[src/rtl/codec_init_seq.sv]
// ---------------------------------------------------------------------------
// codec_init_seq
//   Power-up configuration sequencer for the WM8731 audio codec (DE2 board).
//   Walks a fixed 9-entry register table and issues one i2c_write transaction
//   per entry over the writer's write/done handshake, so that downstream audio
//   logic sees a codec set to I2S slave, 24-bit, DAC routed.
//
// Handshake (write/done): i2c_write is raised with addr/register/data stable
//   and held until i2c_done is sampled high; it then drops on that same edge.
//   The next entry is not started until i2c_done has been sampled low again.
//   i2c_done already high when the request is raised counts as completion.
//
// Ports
//   sys_clk       in   1  system clock (50 MHz)
//   rst           in   1  synchronous reset, active low
//   start         in   1  rising edge (sampled) launches the sequence
//   i2c_addr      out  8  device address byte (DEV_ADDR, constant)
//   i2c_register  out  8  {R[6:0], D[8]} of current entry
//   i2c_data      out  8  D[7:0] of current entry
//   i2c_write     out  1  write request, held until i2c_done seen high
//   i2c_done      in   1  completion from the I2C writer
//   busy          out  1  high in GAP/REQ/RELEASE
//   cfg_done      out  1  sticky: all entries written
//   cfg_error     out  1  sticky: writer timeout occurred
//   entry_idx     out  4  index of current / failing entry
//   state_dbg     out  3  FSM state (0 IDLE,1 GAP,2 REQ,3 RELEASE,4 DONE,5 ERROR)
// ---------------------------------------------------------------------------
module codec_init_seq #(
  parameter logic [7:0]  DEV_ADDR       = 8'h34,
  parameter int unsigned GAP_CYCLES     = 5_000,
  parameter int unsigned TIMEOUT_CYCLES = 2_500_000
) (
  input  logic       sys_clk,
  input  logic       rst,
  input  logic       start,
  output logic [7:0] i2c_addr,
  output logic [7:0] i2c_register,
  output logic [7:0] i2c_data,
  output logic       i2c_write,
  input  logic       i2c_done,
  output logic       busy,
  output logic       cfg_done,
  output logic       cfg_error,
  output logic [3:0] entry_idx,
  output logic [2:0] state_dbg
);

  localparam int GAP_W = $clog2(GAP_CYCLES + 1);
  localparam int TMO_W = $clog2(TIMEOUT_CYCLES + 1);
  localparam logic [GAP_W-1:0] GAP_LAST = GAP_W'(GAP_CYCLES - 1);
  localparam logic [TMO_W-1:0] TMO_LAST = TMO_W'(TIMEOUT_CYCLES - 1);
  localparam logic [3:0]       LAST_ENTRY = 4'd8;

  typedef enum logic [2:0] {
    S_IDLE    = 3'd0,
    S_GAP     = 3'd1,
    S_REQ     = 3'd2,
    S_RELEASE = 3'd3,
    S_DONE    = 3'd4,
    S_ERROR   = 3'd5
  } state_e;

  state_e           state_q;
  logic             start_q;
  logic [GAP_W-1:0] gap_cnt_q;
  logic [TMO_W-1:0] tmo_cnt_q;
  logic [3:0]       entry_q;
  logic [7:0]       reg_q;
  logic [7:0]       data_q;
  logic             write_q;
  logic             busy_q;
  logic             done_q;
  logic             error_q;

  logic             start_edge;
  logic [GAP_W-1:0] gap_cnt_d;
  logic [TMO_W-1:0] tmo_cnt_d;
  logic [3:0]       entry_d;
  logic             tmo_hit;

  // Register table as {R[6:0], D[8:0]}; the 16-bit word splits directly
  // into the register byte and data byte sent to the codec.
  function automatic logic [15:0] table_word(input logic [3:0] idx);
    logic [6:0] r;
    logic [8:0] d;
    case (idx)
      4'd0:    begin r = 7'd15; d = 9'h000; end  // reset
      4'd1:    begin r = 7'd6;  d = 9'h000; end  // power on all blocks
      4'd2:    begin r = 7'd2;  d = 9'h079; end  // left headphone volume
      4'd3:    begin r = 7'd3;  d = 9'h079; end  // right headphone volume
      4'd4:    begin r = 7'd4;  d = 9'h010; end  // DACSEL
      4'd5:    begin r = 7'd5;  d = 9'h000; end  // digital path, no mute
      4'd6:    begin r = 7'd7;  d = 9'h00A; end  // I2S, 24-bit, slave
      4'd7:    begin r = 7'd8;  d = 9'h000; end  // normal mode, 48 kHz
      default: begin r = 7'd9;  d = 9'h001; end  // active
    endcase
    return {r, d};
  endfunction

  assign start_edge = start & ~start_q;
  assign gap_cnt_d  = gap_cnt_q + GAP_W'(1);
  assign tmo_cnt_d  = tmo_cnt_q + TMO_W'(1);
  assign entry_d    = entry_q + 4'd1;
  // The timeout counter would reach TIMEOUT_CYCLES on this edge.
  assign tmo_hit    = (tmo_cnt_q == TMO_LAST);

  always_ff @(posedge sys_clk) begin
    if (!rst) begin
      state_q   <= S_IDLE;
      start_q   <= 1'b0;
      gap_cnt_q <= '0;
      tmo_cnt_q <= '0;
      entry_q   <= 4'd0;
      reg_q     <= 8'h00;
      data_q    <= 8'h00;
      write_q   <= 1'b0;
      busy_q    <= 1'b0;
      done_q    <= 1'b0;
      error_q   <= 1'b0;
    end else begin
      start_q <= start;
      case (state_q)
        S_IDLE, S_DONE, S_ERROR: begin
          if (start_edge) begin
            state_q   <= S_GAP;
            entry_q   <= 4'd0;
            done_q    <= 1'b0;
            error_q   <= 1'b0;
            busy_q    <= 1'b1;
            gap_cnt_q <= '0;
          end
        end
        S_GAP: begin
          if (gap_cnt_q == GAP_LAST) begin
            state_q   <= S_REQ;
            write_q   <= 1'b1;
            tmo_cnt_q <= '0;
            {reg_q, data_q} <= table_word(entry_q);
          end else begin
            gap_cnt_q <= gap_cnt_d;
          end
        end
        S_REQ: begin
          // Timeout wins over a simultaneous done.
          if (tmo_hit) begin
            state_q <= S_ERROR;
            write_q <= 1'b0;
            busy_q  <= 1'b0;
            error_q <= 1'b1;
          end else begin
            tmo_cnt_q <= tmo_cnt_d;
            if (i2c_done) begin
              state_q <= S_RELEASE;
              write_q <= 1'b0;
            end
          end
        end
        S_RELEASE: begin
          if (tmo_hit) begin
            state_q <= S_ERROR;
            busy_q  <= 1'b0;
            error_q <= 1'b1;
          end else begin
            tmo_cnt_q <= tmo_cnt_d;
            if (!i2c_done) begin
              if (entry_q == LAST_ENTRY) begin
                state_q <= S_DONE;
                busy_q  <= 1'b0;
                done_q  <= 1'b1;
              end else begin
                state_q   <= S_GAP;
                entry_q   <= entry_d;
                gap_cnt_q <= '0;
              end
            end
          end
        end
        default: begin
          state_q <= S_IDLE;
          write_q <= 1'b0;
          busy_q  <= 1'b0;
        end
      endcase
    end
  end

  assign i2c_addr     = DEV_ADDR;
  assign i2c_register = reg_q;
  assign i2c_data     = data_q;
  assign i2c_write    = write_q;
  assign busy         = busy_q;
  assign cfg_done     = done_q;
  assign cfg_error    = error_q;
  assign entry_idx    = entry_q;
  assign state_dbg    = state_q;

endmodule

[config.mk]
export PLATFORM = sky130hd
export DESIGN_NAME = codec_init_seq
export DESIGN_NICKNAME = d
export VERILOG_FILES = /design/src/rtl/codec_init_seq.sv
export SDC_FILE = /design/constraint.sdc
export NUM_CORES = 1
export LEC_CHECK = 0
export ABC_AREA = 0
export BUFFER_PORTS_ARGS = -buffer_cell sky130_fd_sc_hd__buf_2
export CORE_ASPECT_RATIO = 1.2
export CORE_UTILIZATION = 36
export CTS_BUF_LIST = sky130_fd_sc_hd__clkbuf_4 sky130_fd_sc_hd__clkbuf_8
export CTS_CLUSTER_DIAMETER = 200
export DETAILED_ROUTE_END_ITERATION = 12
export GPL_TIMING_DRIVEN = 0
export HOLD_SLACK_MARGIN = 0.12
export PLACE_DENSITY_LB_ADDON = 0.05
export SLEW_MARGIN = 20
export SYNTH_ARGS = -nofsm -noshare
export SYNTH_HDL_FRONTEND = slang
export SYNTH_SLANG_ARGS = --single-unit
[constraint.sdc]
create_clock -name sys_clk -period 4.45 [get_ports sys_clk]
set_input_delay 0.6675 -clock sys_clk [delete_from_list [all_inputs] [get_ports sys_clk]]
set_output_delay 0.6675 -clock sys_clk [all_outputs]
set_load 0.05 [all_outputs]
==> qor.txt, run 1 <==
P per Cell Area = 317.7 mW/mm^2
Post-CTS Hold Fix Bufs = 0
Final Setup Violations = 0
Post-route design area = 0.003725 sq mm
Sequential share of power = 0.491
WL met3 = 279 um
Max-Cap Viols = 0
Post-synthesis compound-gate area fraction = 0.1202
Critical path arrival = 3260 ps
CTS tree = done
Seq/Total Area, Yosys = 0.3984
I/O Pins = 39
Nets = 426
Max Used Layer = met4
Routed length per instance = 13.81 um
Initial DRC Count = 124
Worst R2R Setup Slack = 1430 ps
Most used DFF post-synth = dfxtp_1
Drt total wl = 7400 um
Worst slew margin = 0.3664
Placed Area = 0.003527 sq mm
Post-Syn Area = 0.003216 sq mm
Synth cell types = 63
Final hold violation count = 0
Clk_lat worst skew = 350 ps
Root Buffer = clkbuf_8
Antenna cells = 0
Sw power = 0.3198 mW
Int Pwr = 0.8637 mW
DRC viols = 0
Antenna-violating nets left = 0
First-pass GRT wire length = 12340 um
Most frequent cells in the layout = 64 x dfxtp_1, 47 x nor2_1, 25 x buf_2, 23 x xor2_1, 19 x nand3_1
GR Overflow Total = 0
Clock share of power = 0.426
Area grow syn2layout = 15.84%
Minimum clock period after layout = 3020 ps
Core Region = 0.008611 sq mm
Via-to-Cell Ratio = 4.897
Via count = 2625
Crit Path Max Fanout = 8
Worst Skew = 10.12 ps
Met1 WL = 3490 um
Commonest non-fill, non-tap cell in the layout = dfxtp_1
Type of origin of the critical path = register
H-tree levels = 3
Mux cell area share after synthesis = 0.01362
Main combinational cell family by area after synthesis = simple AND/OR/NAND/NOR gates
CP Capture Type = register
Num Clock Sinks = 64
Share of layout cells above drive strength 1 = 0.1647
Synthesized area per cell = 8.762 sq um
DIE WIDTH = 88.28 um
Initial antenna violation count = 0
Critical setup path kind = reg -> reg
Worst Path Required = 4690 ps
Fin crit share = 0.6787
Sw Ratio = 0.2702
CTS Buf Count = 9
Ys async rst share = 0
Core Rows = 37
RSZ-0062 raised after global routing = false
Initial Util = 0.3734
Die span in y = 105.5 um
# Post-CTS Setup Buffers = 0
Drt pass-1 iters = 6
Synth Area in XOR/XNOR = 0.08716
Static Leak = 1.444 nW
Largest net degree at the start of global routing = 13
Clock Tree Buf Depth = 2
Routability cong. = 0.8083
Synth warnings = 0
Setup TNS Final = 0 ps
Mapped Cells = 367
Met2 Wirelength = 3450 um
Status = finished, final reports clean
Combinational share of power = 0.083
FF+latch count, synth = 64
Clk pin slew, worst setup/hold paths = 80 ps
Vias in the first global route = 2498
Total GRT Usage = 0.1749
Post-detail-place hpwl = 5444 um
Post-Synth Simple-Gate Area = 0.2767
Slew Limit Fails = 0
Hold/Removal Path Class = reg -> reg
Max IR drop VDD = 178.7 uV
Fmax = 331.1 MHz
Buffers added on ports = 24
Post-synth EDFFs = 0
Die area = 0.009316 sq mm
Adder-cell share of the synthesized area = 0.03113
CTS resizes = 0
Worst-margin pin slew = 943.2 ps
-- logic make-up after synthesis --
| group | count (synthesis) |
|---|---|
| compound gates | 52 |
| buf+inv | 41 |
| fa+ha+maj | 8 |
| simple gates | 164 |
| xor+xnor | 32 |
| flops | 64 |
| mux | 4 |
| other cells | 2 |
-- metal layers --
layer | up-vias | GRT usage
li1 | 1343 | -
met1 | 1219 | 0.2259
met2 | 47 | 0.2736
met3 | 16 | 0.03524
met4 | 0 | 0.08641
met5 | - | 0
-- cell usage after synthesis (all sizes together) (2+ instances only) --
| library cell | n | area [sq um] |
|---|---|---|
| clkbuf | 13 | 48.80 |
| mux2 | 3 | 33.78 |
| nand2 | 18 | 67.56 |
| nor2b | 8 | 50.05 |
| and3 | 7 | 43.79 |
| and2 | 3 | 18.77 |
| a21oi | 12 | 60.06 |
| a211oi | 2 | 15.01 |
| and4 | 3 | 26.28 |
| inv | 9 | 33.78 |
| nand4 | 12 | 75.07 |
| dfxtp | 64 | 1281 |
| or3 | 5 | 31.28 |
| nand2b | 5 | 31.28 |
| ha | 8 | 100.1 |
| o21ai | 11 | 73.82 |
| o2111ai | 2 | 17.52 |
| nor3 | 9 | 45.04 |
| nand3 | 19 | 95.09 |
| o21a | 4 | 37.53 |
| nor4 | 2 | 12.51 |
| xnor2 | 9 | 78.83 |
| or4 | 4 | 30.03 |
| nor3b | 11 | 82.58 |
| a31oi | 3 | 18.77 |
| conb | 2 | 7.510 |
| o211ai | 2 | 15.01 |
| a21boi | 4 | 30.03 |
| xor2 | 23 | 201.4 |
| nor2 | 48 | 187.7 |
| buf | 19 | 143.9 |
-- metrics by stage --
stage | setup slack, ps | std cells | hold slack, ps | util | power [mW]
final | 1430 | 536 | 470.3 | 0.4326 | 1.183
after global routing | 1234 | 536 | 502.2 | 0.4326 | 1.228
after CTS | 1418 | 536 | 478.3 | 0.4324 | 1.195
after detailed placement | 1442 | 520 | 459.8 | 0.4096 | 0.6939
after global placement | 1472 | 520 | 469.5 | 0.4096 | 0.6934
after floorplan | 1745 | 379 | 471.6 | - | 0.6749
-- critical path: stages, from the launching register on --
cell and delay [ps]:
dfxtp_1 370, or4_1 560, or4_1 560, buf_6 170, o21bai_4 180, nand2_1 140, o21ai_2 340, inv_1 90
ha_1 220, mux2_1 280
-- final cells by class --
class                   instances  area [sq um]
clock buffers                   9         123.9
fillers                       918          4886
multi-input cells             274          1754
repair buffers                 24         120.1
flip-flops and latches         64          1281
well taps                     117         146.4
inverters                       9         33.78
clock inverters                 7         72.57
plain buffers                  32         192.7
-- final timing paths --
path / from / end / cells past startpoint
hold reg to reg: cfg_error / cfg_error / 2
hold / removal: cfg_error / cfg_error / 2
setup / recovery: tmo_cnt_q[6] / register / 9
setup reg to reg: tmo_cnt_q[6] / register / 9
-- power by group through the flow --
stage          Sequential [mW]  Clock (mW)  Combinational (mW)
3_5_place_dp             0.595           0              0.0990
3_3_place_gp             0.595           0              0.0986
2_1_floorplan            0.603           0              0.0718
4_1_cts                  0.581       0.515              0.0991
6_report                 0.581       0.504              0.0983
5_1_grt                  0.582       0.539               0.107
(Power assumes the default switching activity.)
==> run 2, diff against run 1 <==
==> constraint.sdc (replaced) <==
create_clock -name sys_clk -period 3 [get_ports sys_clk]
set_input_delay 0.45 -clock sys_clk [delete_from_list [all_inputs] [get_ports sys_clk]]
set_output_delay 0.45 -clock sys_clk [all_outputs]
set_load 0.05 [all_outputs]
==> run 2 against run 1 <==
Effect of this change: register-to-register slack got worse by 1300 ps; highest routed layer unchanged; clock skew about the same; final cell count increased by 0.56%; critical path type unchanged; via count increased by 0.38%; worst hold slack got worse by 130 ps; first-iteration DRC count decreased by 4.0%; count of clock-buffer cells in the layout unchanged.
==> qor.txt, run 2 (synthesis results as in run 1) <==
RSZ-0062 raised after global routing = false (unchanged)
Most frequent cells in the layout = 64 x dfxtp_1, 46 x nor2_1, 25 x buf_2, 23 x xor2_1 (was 64 x dfxtp_1, 47 x nor2_1, 25 x buf_2, 23 x xor2_1, 19 x nand3_1)
P per Cell Area = 465.7 mW/mm^2 (was 317.7 mW/mm^2)
Worst Skew = 10.42 ps (was 10.12 ps)
H-tree levels = 3 (unchanged)
Initial antenna violation count = 0 (unchanged)
Status = finished, final reports clean (unchanged)
R2r worst-path depth = 10 (was 9)
Drt total wl = 7416 um (was 7400 um)
Fill cell count = 913 (was 918)
Core Region = 0.008611 sq mm (unchanged)
Clk_lat worst skew = 350 ps (about the same)
Post-detail-place hpwl = 5444 um (unchanged)
Vias in the first global route = 2501 (was 2498)
Antenna-violating nets left = 0 (unchanged)
Post-CTS Hold Fix Bufs = 0 (unchanged)
Hold Crit Depth = 2 (unchanged)
Final Setup Violations = 0 (unchanged)
Fin crit share = 0.9549 (was 0.6787)
GR Overflow Total = 0 (unchanged)
Tightest hold margin = 337.8 ps (was 470.3 ps)
DIE WIDTH = 88.28 um (unchanged)
Crit Path Max Fanout = 7 (was 8)
Largest delay share family, worst path = simple AND/OR/NAND/NOR gates (unchanged)
Via count = 2635 (was 2625)
CP bufs+invs = 3 (was 2)
Routed length per instance = 13.76 um (was 13.81 um)
Final hold violation count = 0 (unchanged)
Hold Crit Endpoint = start_q (was cfg_error)
Critical path arrival = 3110 ps (was 3260 ps)
Clock Tree Buf Depth = 2 (unchanged)
Max IR drop VDD = 275.4 uV (was 178.7 uV)
Max-Cap Viols = 0 (unchanged)
Root Buffer = clkbuf_8 (unchanged)
Hold/Removal Path Class = in -> reg (was reg -> reg)
Type of origin of the critical path = register (unchanged)
CTS tree = done (unchanged)
Area grow syn2layout = 17.20% (was 15.84%)
Drt pass-1 iters = 4 (was 6)
CP cell instances = or4_1 > or4_4 > buf_6 > nor2_4 > or4_1 > o21ai_4 > buf_4 > buf_4 > ha_1 > mux2_2 (was or4_1 > or4_1 > buf_6 > o21bai_4 > nand2_1 > o21ai_2 > inv_1 > ha_1 > mux2_1)
Fmax = 349.1 MHz (was 331.1 MHz)
Initial DRC Count = 119 (was 124)
Nets = 429 (was 426)
Fin util = 0.4377 (was 0.4326)
Clk pin slew, worst setup/hold paths = 80 ps (about the same)
HP Start = start (was cfg_error)
CP peak stage delay = 560 ps (about the same)
Worst Path Required = 3240 ps (was 4690 ps)
Slew Limit Fails = 0 (unchanged)
CP Capture Type = register (unchanged)
Static Leak = 1.463 nW (was 1.444 nW)
Via-to-Cell Ratio = 4.889 (was 4.897)
Worst r2r src = tmo_cnt_q[6] (unchanged)
Commonest non-fill, non-tap cell in the layout = dfxtp_1 (unchanged)
Worst-margin pin slew = 944.6 ps (was 943.2 ps)
Routability cong. = 0.8083 (unchanged)
Initial Util = 0.3734 (unchanged)
Setup TNS Final = 0 ps (unchanged)
Share of layout cells above drive strength 1 = 0.1801 (was 0.1647)
Largest net degree at the start of global routing = 13 (unchanged)
Total GRT Usage = 0.1749 (unchanged)
Die area = 0.009316 sq mm (unchanged)
Minimum clock period after layout = 2865 ps (was 3020 ps)
Antenna cells = 0 (unchanged)
CTS Buf Count = 9 (unchanged)
DRC viols = 0 (unchanged)
I/O Pins = 39 (unchanged)
Die span in y = 105.5 um (unchanged)
Critical setup path kind = reg -> reg (unchanged)
Worst slew margin = 0.3654 (was 0.3664)
Num Clock Sinks = 64 (unchanged)
Core Rows = 37 (unchanged)
Slowest-stage cell, CP = or4_1 (unchanged)
Worst R2R Setup Slack = 140 ps (was 1430 ps)
First-pass GRT wire length = 12330 um (was 12340 um)
Buffers added on ports = 24 (unchanged)
run 2: per-layer routing:
metal	vias to the layer above	GRT usage	part of all wire
met5	-	0	0
met2	44	0.2742	0.47
met4	0	0.08641	0.022
met1	1224	0.2254	0.47
met3	14	0.03524	0.035
li1	1353	-	-
run 2: what timing repair did:
item                                    4_1_cts  5_1_grt
resized for setup                             1        4
endpoints found under the setup margin        2        4
pin swaps                                     0        1
setup buffers                                 0        3
run 2: area by class of cell:
| class | count | area [sq um] | area share |
|---|---|---|---|
| Sequential cell | 64 | 1281 | 0.3400 |
| Multi-Input combinational cell | 274 | 1775 | 0.4711 |
| Clock inverter | 7 | 72.57 | 0.01926 |
| Inverter | 9 | 33.78 | 0.008964 |
| Tap cell | 117 | 146.4 | 0.03884 |
| Buffer | 32 | 192.7 | 0.05113 |
| Clock buffer | 9 | 123.9 | 0.03287 |
| Timing Repair Buffer | 27 | 142.6 | 0.03785 |
run 2: worst max path at each step:
| stage | to | cells past startpoint | slack [ps] | from |
|---|---|---|---|---|
| global route | register | 10 | 10 | tmo_cnt_q[6] |
| floorplan | register | 9 | 290 | state_dbg[0] |
| CTS | register | 9 | 30 | tmo_cnt_q[6] |
| global placement | register | 9 | 20 | tmo_cnt_q[6] |
| finish | register | 10 | 140 | tmo_cnt_q[6] |
| detailed placement | register | 9 | -8 | tmo_cnt_q[6] |
run 2: power by group:
part | leakage, nW | total, mW | internal, mW | switching, mW
sequential | 0.517 | 0.862 | 0.857 | 0.00520
clock | 0.0952 | 0.745 | 0.383 | 0.362
combinational | 0.851 | 0.147 | 0.0414 | 0.106
total | 1.46 | 1.75 | 1.28 | 0.473
run 2: through the flow:
stage	cells	instance area, sq um	setup WS (ps)	power (mW)
2_1_floorplan	379	3261	294.9	1.001
3_3_place_gp	520	3527	22.07	1.029
3_5_place_dp	520	3527	-7.787	1.029
4_1_cts	536	3731	32.84	1.773
5_1_grt	539	3769	13.65	1.823
6_report	539	3769	135.4	1.755
run 2: worst reg2reg max path, cell delays in order (launching register included):
cell and delay (ps):
dfxtp_1 370, or4_1 560, or4_4 560, buf_6 160, nor2_4 100, or4_1 180
o21ai_4 90, buf_4 140, buf_4 140, ha_1 210, mux2_2 250
